===== config.mk =====
export PLATFORM = sky130hd
export DESIGN_NAME = fan_tach_monitor
export DESIGN_NICKNAME = d
export VERILOG_FILES = /design/src/rtl/fan_tach_monitor.sv
export SDC_FILE = /design/constraint.sdc
export NUM_CORES = 1
export LEC_CHECK = 0
export ABC_AREA = 1
export CAP_MARGIN = 20
export CORE_MARGIN = 1.5
export CORE_UTILIZATION = 35
export CTS_CLUSTER_SIZE = 14
export DETAILED_ROUTE_END_ITERATION = 8
export HOLD_SLACK_MARGIN = 0.12
export MAX_ROUTING_LAYER = met4
export PLACE_DENSITY = 0.6
export SLEW_MARGIN = 20
export SYNTH_ARGS = -nofsm -noshare
export SYNTH_HDL_FRONTEND = slang
export SYNTH_SLANG_ARGS = --single-unit

===== constraint.sdc =====
create_clock -name clk -period 4.1 [get_ports clk]
set_input_delay 1.23 -clock clk [delete_from_list [all_inputs] [get_ports clk]]
set_output_delay 1.23 -clock clk [all_outputs]
set_load 0.01 [all_outputs]

===== src/rtl/fan_tach_monitor.sv =====
// fan_tach_monitor: synchronises and debounces the fan tach line, counts its falling edges
// over a fixed gate window, reports RPM and flags a stalled fan.
// Latency: rpm/rpm_valid/stall/stall_irq update 1 clk after the gate's terminal cycle;
//          a tach level change reaches the edge counter after 2 sync flops + DEBOUNCE clks.
// Backpressure: none; rpm_valid and stall_irq are single-cycle pulses the consumer must sample.
//
// Ports:
//   clk        in   1   system clock
//   rst        in   1   asynchronous active-high reset
//   tach       in   1   raw open-drain tach line, asynchronous to clk
//   rpm        out  16  RPM of the last completed window, saturating at 65535
//   rpm_valid  out  1   one-cycle pulse when rpm updates
//   stall      out  1   level, fan considered stalled
//   stall_irq  out  1   one-cycle pulse when stall rises
// Optional build macro FAN_TACH_MINMAX_EN adds:
//   minmax_clr in   1   synchronous reload of the min/max trackers
//   rpm_min    out  16  lowest rpm seen outside spin-up (reset 16'hFFFF)
//   rpm_max    out  16  highest rpm seen outside spin-up (reset 0)

module fan_tach_monitor #(
  parameter int GATE_CYCLES    = 1_600_000,
  parameter int RPM_SCALE      = 120,
  parameter int DEBOUNCE       = 16,
  parameter int STALL_WINDOWS  = 3,
  parameter int SPINUP_WINDOWS = 4
) (
  input  logic        clk,
  input  logic        rst,
  input  logic        tach,
  output logic [15:0] rpm,
  output logic        rpm_valid,
  output logic        stall,
  output logic        stall_irq
`ifdef FAN_TACH_MINMAX_EN
  ,
  input  logic        minmax_clr,
  output logic [15:0] rpm_min,
  output logic [15:0] rpm_max
`endif
);

  localparam int GW = (GATE_CYCLES > 1) ? $clog2(GATE_CYCLES) : 1;
  localparam int DW = (DEBOUNCE > 1) ? $clog2(DEBOUNCE) : 1;
  localparam int WW = (SPINUP_WINDOWS > 1) ? $clog2(SPINUP_WINDOWS + 1) : 1;
  localparam int ZW = (STALL_WINDOWS > 1) ? $clog2(STALL_WINDOWS + 1) : 1;

  localparam logic [GW-1:0] GATE_LAST = GW'(GATE_CYCLES - 1);
  localparam logic [DW-1:0] DEB_LAST  = DW'(DEBOUNCE - 1);
  localparam logic [WW-1:0] SPIN_LAST = WW'(SPINUP_WINDOWS - 1);
  localparam logic [ZW-1:0] ZERO_LAST = ZW'(STALL_WINDOWS - 1);
  localparam logic [ZW-1:0] ZERO_MAX  = ZW'(STALL_WINDOWS);
  localparam logic [15:0]   SCALE     = 16'(RPM_SCALE);

  localparam logic [1:0] ST_SPINUP  = 2'd0;
  localparam logic [1:0] ST_RUN     = 2'd1;
  localparam logic [1:0] ST_STALLED = 2'd2;

  // Input stage
  logic          sync1_q, sync2_q;
  logic          deb_q, deb_d;
  logic [DW-1:0] deb_cnt_q, deb_cnt_d;
  logic          fall;

  // Gate / edge counting
  logic [GW-1:0] gate_q, gate_d;
  logic          terminal;
  logic [9:0]    edge_q, edge_d;
  logic [9:0]    win_e;
  logic [25:0]   prod;
  logic [15:0]   rpm_new;

  // Outputs and FSM
  logic [15:0]   rpm_q, rpm_d;
  logic          vld_q, vld_d;
  logic          stall_q, stall_d;
  logic          irq_q, irq_d;
  logic [1:0]    state_q, state_d;
  logic [WW-1:0] win_cnt_q, win_cnt_d;
  logic [ZW-1:0] zero_cnt_q, zero_cnt_d;

  always_comb begin
    // Debounce: the count only advances while the synchronised level disagrees
    // with the accepted level; any agreeing cycle restarts it.
    deb_d     = deb_q;
    deb_cnt_d = '0;
    fall      = 1'b0;
    if (sync2_q != deb_q) begin
      if (deb_cnt_q == DEB_LAST) begin
        deb_d = sync2_q;
        fall  = deb_q;            // accepted level goes 1->0
      end else begin
        deb_cnt_d = deb_cnt_q + 1'b1;
      end
    end

    terminal = (gate_q == GATE_LAST);
    gate_d   = terminal ? '0 : gate_q + 1'b1;

    // win_e includes an edge landing on the terminal cycle itself.
    win_e  = (edge_q == 10'h3FF) ? edge_q : edge_q + {9'd0, fall};
    edge_d = terminal ? '0 : win_e;

    prod    = {16'd0, win_e} * {10'd0, SCALE};
    rpm_new = (|prod[25:16]) ? 16'hFFFF : prod[15:0];

    rpm_d      = rpm_q;
    vld_d      = 1'b0;
    stall_d    = stall_q;
    irq_d      = 1'b0;
    state_d    = state_q;
    win_cnt_d  = win_cnt_q;
    zero_cnt_d = zero_cnt_q;

    if (terminal) begin
      rpm_d = rpm_new;
      vld_d = 1'b1;
      case (state_q)
        ST_SPINUP: begin
          win_cnt_d = win_cnt_q + 1'b1;
          if (win_cnt_q == SPIN_LAST) state_d = ST_RUN;
        end
        ST_RUN: begin
          if (win_e == 10'd0) begin
            if (zero_cnt_q >= ZERO_LAST) begin
              zero_cnt_d = ZERO_MAX;
              state_d    = ST_STALLED;
              stall_d    = 1'b1;
              irq_d      = 1'b1;
            end else begin
              zero_cnt_d = zero_cnt_q + 1'b1;
            end
          end else begin
            zero_cnt_d = '0;
          end
        end
        ST_STALLED: begin
          // Clearing the stall is silent: only the rising edge interrupts.
          if (win_e != 10'd0) begin
            stall_d    = 1'b0;
            zero_cnt_d = '0;
            state_d    = ST_RUN;
          end
        end
        default: state_d = ST_SPINUP;
      endcase
    end
  end

  always_ff @(posedge clk or posedge rst) begin
    if (rst) begin
      sync1_q    <= 1'b1;
      sync2_q    <= 1'b1;
      deb_q      <= 1'b1;
      deb_cnt_q  <= '0;
      gate_q     <= '0;
      edge_q     <= '0;
      rpm_q      <= '0;
      vld_q      <= 1'b0;
      stall_q    <= 1'b0;
      irq_q      <= 1'b0;
      state_q    <= ST_SPINUP;
      win_cnt_q  <= '0;
      zero_cnt_q <= '0;
    end else begin
      sync1_q    <= tach;
      sync2_q    <= sync1_q;
      deb_q      <= deb_d;
      deb_cnt_q  <= deb_cnt_d;
      gate_q     <= gate_d;
      edge_q     <= edge_d;
      rpm_q      <= rpm_d;
      vld_q      <= vld_d;
      stall_q    <= stall_d;
      irq_q      <= irq_d;
      state_q    <= state_d;
      win_cnt_q  <= win_cnt_d;
      zero_cnt_q <= zero_cnt_d;
    end
  end

  assign rpm       = rpm_q;
  assign rpm_valid = vld_q;
  assign stall     = stall_q;
  assign stall_irq = irq_q;

`ifdef FAN_TACH_MINMAX_EN
  // track_q marks an rpm_valid cycle whose window closed outside spin-up;
  // the trackers fold rpm in on that cycle, so a coincident clear drops the sample.
  logic        track_q, track_d;
  logic [15:0] min_q, min_d;
  logic [15:0] max_q, max_d;

  always_comb begin
    track_d = terminal && (state_q != ST_SPINUP);
    min_d   = min_q;
    max_d   = max_q;
    if (minmax_clr) begin
      min_d = 16'hFFFF;
      max_d = 16'h0000;
    end else if (track_q) begin
      if (rpm_q < min_q) min_d = rpm_q;
      if (rpm_q > max_q) max_d = rpm_q;
    end
  end

  always_ff @(posedge clk or posedge rst) begin
    if (rst) begin
      track_q <= 1'b0;
      min_q   <= 16'hFFFF;
      max_q   <= 16'h0000;
    end else begin
      track_q <= track_d;
      min_q   <= min_d;
      max_q   <= max_d;
    end
  end

  assign rpm_min = min_q;
  assign rpm_max = max_q;
`endif

endmodule


==> flow_summary_export.csv <==
group,metric,value,unit
routing,drtIter0Drc,108,
timing,rsz0062_at_grt,"true",
grt,grt_pass1_wl,17000,µm
clocking,cts_buffers,9,
timing,fin_tns_setup,0,ps
timing,finalWorstSetupSlack,7.11,ps
timing,worstMarginPinSlew,715,ps
timing,timing.final.crit_share,0.998,
timing,fin_worst_skew,11.0,ps
timing,max_freq,244,MHz
clocking,clk_pin_slew_worst_paths,50,ps
power,ir_worst_vdd,182,µV
floorplan,start_util,0.356,
logic_synthesis,ys_seq_area_frac,0.365,
power,switching_share,0.208,
power,power-per-cell-area,257,nW/µm²
placement,io_buffers,21,
logic_synthesis,synthesis.nets,560,
setup_path,crit_type,"flop to flop",
clocking,cts.sinks,62,
placement,dp_hpwl,7070,µm
floorplan,die_x,113,µm
logic_synthesis,netlist_area,4260,µm²
floorplan,ios,22,
logic_synthesis,synth_seq_cells,62,
job,maxCapViolCount,0,
cells_and_area,drive_gt1_frac,0.286,
power,leakagePower,2.81,nW
placement,dp_slack,-302,ps
clocking,htreeDepth,3,
setup_path,slowest_stage,"fa_1",
grt,antenna_found_initial,0,
logic_synthesis,yosys_warnings,0,
status,status,"finished clean",
routing,vias,3545,
power,combPwrFrac,0.017,
routing,wire_per_inst,12.8,µm
logic_synthesis,netlist_instances,522,
grt,grt_pass1_vias,3695,
clocking,tritoncts,"yes",
logic_synthesis,avgSynthCellArea,8.17,µm²
clocking,cts_root_buf,"clkbuf_16",
power,switchingPower,0.000296,W
grt,grt_overflow,0,
setup_path,critPathMaxFanout,6,
routing,postRouteAntennaNets,0,
setup_path,arrival,4300,ps
clocking,clock_latency,330,ps
floorplan,die_area,12900,µm²
placement,place.gp.congestion,0.874,
routing,viasPerCell,4.73,
floorplan,die_y,113,µm
power,pwr-share-seq,0.436,
timing,finalSetupViolations,0,
routing,dr.pass1.iters,4,
grt,grt_use_total,0.171,
cells_and_area,diodes,0,
hold_path,hold_path_class,"flop to flop",
timing,hold_viol,0,
setup_path,cp_slowest_stage_delay,520,ps
timing,slew_headroom,0.523,
floorplan,fp.coreArea,12000,µm²
clocking,cts.path.max_buffers,2,
setup_path,start_kind,"flop",
floorplan,placement_rows,40,
cells_and_area,areaGrowthSynthToFinish,29.5,%
timing,finalMaxSlewViolations,0,
cells_and_area,finish.net_count,635,
routing,routed_wl,9620,µm
setup_path,crit_required,4310,ps
routing,drc,0,
setup_path,endpoint_kind,"flop",
timing,min_period,4090,ps
power,clockPowerShare,0.547,
grt,grt_max_degree,25,
power,p_int,0.00112,W
logic_synthesis,yosysUniqueCellTypes,43,
timing,finalHoldWorstSlack,354,ps
[final timing paths]
check                                  startpoint  slack [ps]                endpoint  cells after the start
setup / recovery           deb_cnt_q[1]$_DFF_PP0_           7     rpm[11]$_DFFE_PP0P_                     28
hold / removal                  sync1_q$_DFF_PP1_         350       sync2_q$_DFF_PP1_                      0
setup reg to reg           deb_cnt_q[1]$_DFF_PP0_           7     rpm[11]$_DFFE_PP0P_                     28
hold reg to reg                 sync1_q$_DFF_PP1_         350       sync2_q$_DFF_PP1_                      0
max in group asynchronous                     rst        2200       deb_q$_DFFE_PP1P_                      3
min in group asynchronous                     rst        1210  deb_cnt_q[2]$_DFF_PP0_                      2
[final cells by class]
type                       instances  area (µm²)
inverter                         104         390
fill                            1142        6440
timing repair buffer              68         567
clock inverter                     4        45.0
clock buffer                      12         256
multi-input combinational        352        2530
sequential                        62        1560
tap                              147         184
[sequential cells by signal, indices dropped and copies added, names as in the netlist, 2 cells and up]
name / flops
gate_q: 21
rpm: 14
edge_q: 10
deb_cnt_q: 4
win_cnt_q: 3
state_q: 2
zero_cnt_q: 2
[cells in the mapped netlist (all sizes together)]
library cell    n  area, µm²
o211ai          1       7.51
dfrtp          59       1480
o221ai          1       8.76
ha             25        313
a21boi          9       67.6
nor4            4       37.5
nand4          14        115
fa             10        200
nand2b          4       25.0
inv           104        390
a21o            1       7.51
o21a            1       7.51
nand2          99        404
xor2           17        149
or2            15       93.8
nand3          39        243
o21bai          1       7.51
dfstp           3       78.8
a211oi          1       7.51
a31oi           2       12.5
o21ai          13       65.1
xnor2          10       87.6
buf             5       35.0
nor3           11       60.1
a21oi          21        109
nor2           52        255
[through the flow]
step / area [µm²] / total power (W) / cells / utilization
after floorplan: 4310 / 0.000643 / 522 / -
after global placement: 4980 / 0.000652 / 727 / 0.417
after detailed placement: 4980 / 0.000653 / 727 / 0.417
after CTS: 5400 / 0.00144 / 747 / 0.451
after global routing: 5520 / 0.00148 / 749 / 0.462
final: 5520 / 0.00142 / 749 / 0.462
[power groups by stage]
stage | Clock (W) | Combinational, W | Sequential, W
final | 0.000778 | 0.0000237 | 0.000619
after global routing | 0.000833 | 0.0000285 | 0.000619
after CTS | 0.000799 | 0.0000246 | 0.000619
after detailed placement | 0 | 0.0000240 | 0.000629
after global placement | 0 | 0.0000230 | 0.000629
after floorplan | 0 | 0.0000138 | 0.000629
[timing repair]
item                       in CTS  in global routing
pin swaps                      12                 16
setup endpoints to repair      14                 14
hold buffers                    0                  0
resized for setup              23                 26
buffers inserted                3                  2
cloned                          1                  0
[cells in the final DEF, fill, tap and decap left out, types with 4 or more instances in the layout]
cell and instances:
buf_4 46, nor2_4 9, nand2_2 16, a21oi_2 5, inv_1 87, fa_1 10
clkdlybuf4s50_1 21, nand3_1 32, nor3_1 8, xnor2_2 4, o21ai_0 7, a21boi_1 4
o21ai_1 6, a21boi_2 5, or2_2 13, dfrtp_1 59, nor2_1 33, inv_2 17
clkbuf_16 9, xor2_1 16, ha_4 6, nand2b_1 4, xnor2_1 6, nor2_2 11
nand3_4 4, nand2_1 81, a21oi_1 16, ha_1 17, nand4_1 11
[cell families after synthesis]
group / count (synthesis) / share of synthesized area
and+or+nand+nor: 238 / 0.289
buffers and inverters: 109 / 0.0998
xor gates and xnor gates: 27 / 0.0555
AOI/OAI and AO/OA: 51 / 0.0704
DFF: 62 / 0.365
adders and majority gates: 35 / 0.120
[worst max-delay path: cells and delay by family, from the launching register on]
family / cells / cell delay [ps]
compound gates: 2 / 260
xor+xnor: 1 / 150
fa+ha+maj: 5 / 1370
buf+inv: 4 / 230
flops: 1 / 360
simple gates: 16 / 1620
[per-layer routing]
layer  GRT usage  share of wire  vias up
li1            -              -     1797
met1       0.212           0.47     1684
met2       0.274           0.49       50
met3      0.0388          0.030       14
met4      0.0667          0.018        0
met5           -              0        -
Power figures use the tool's default switching activity.
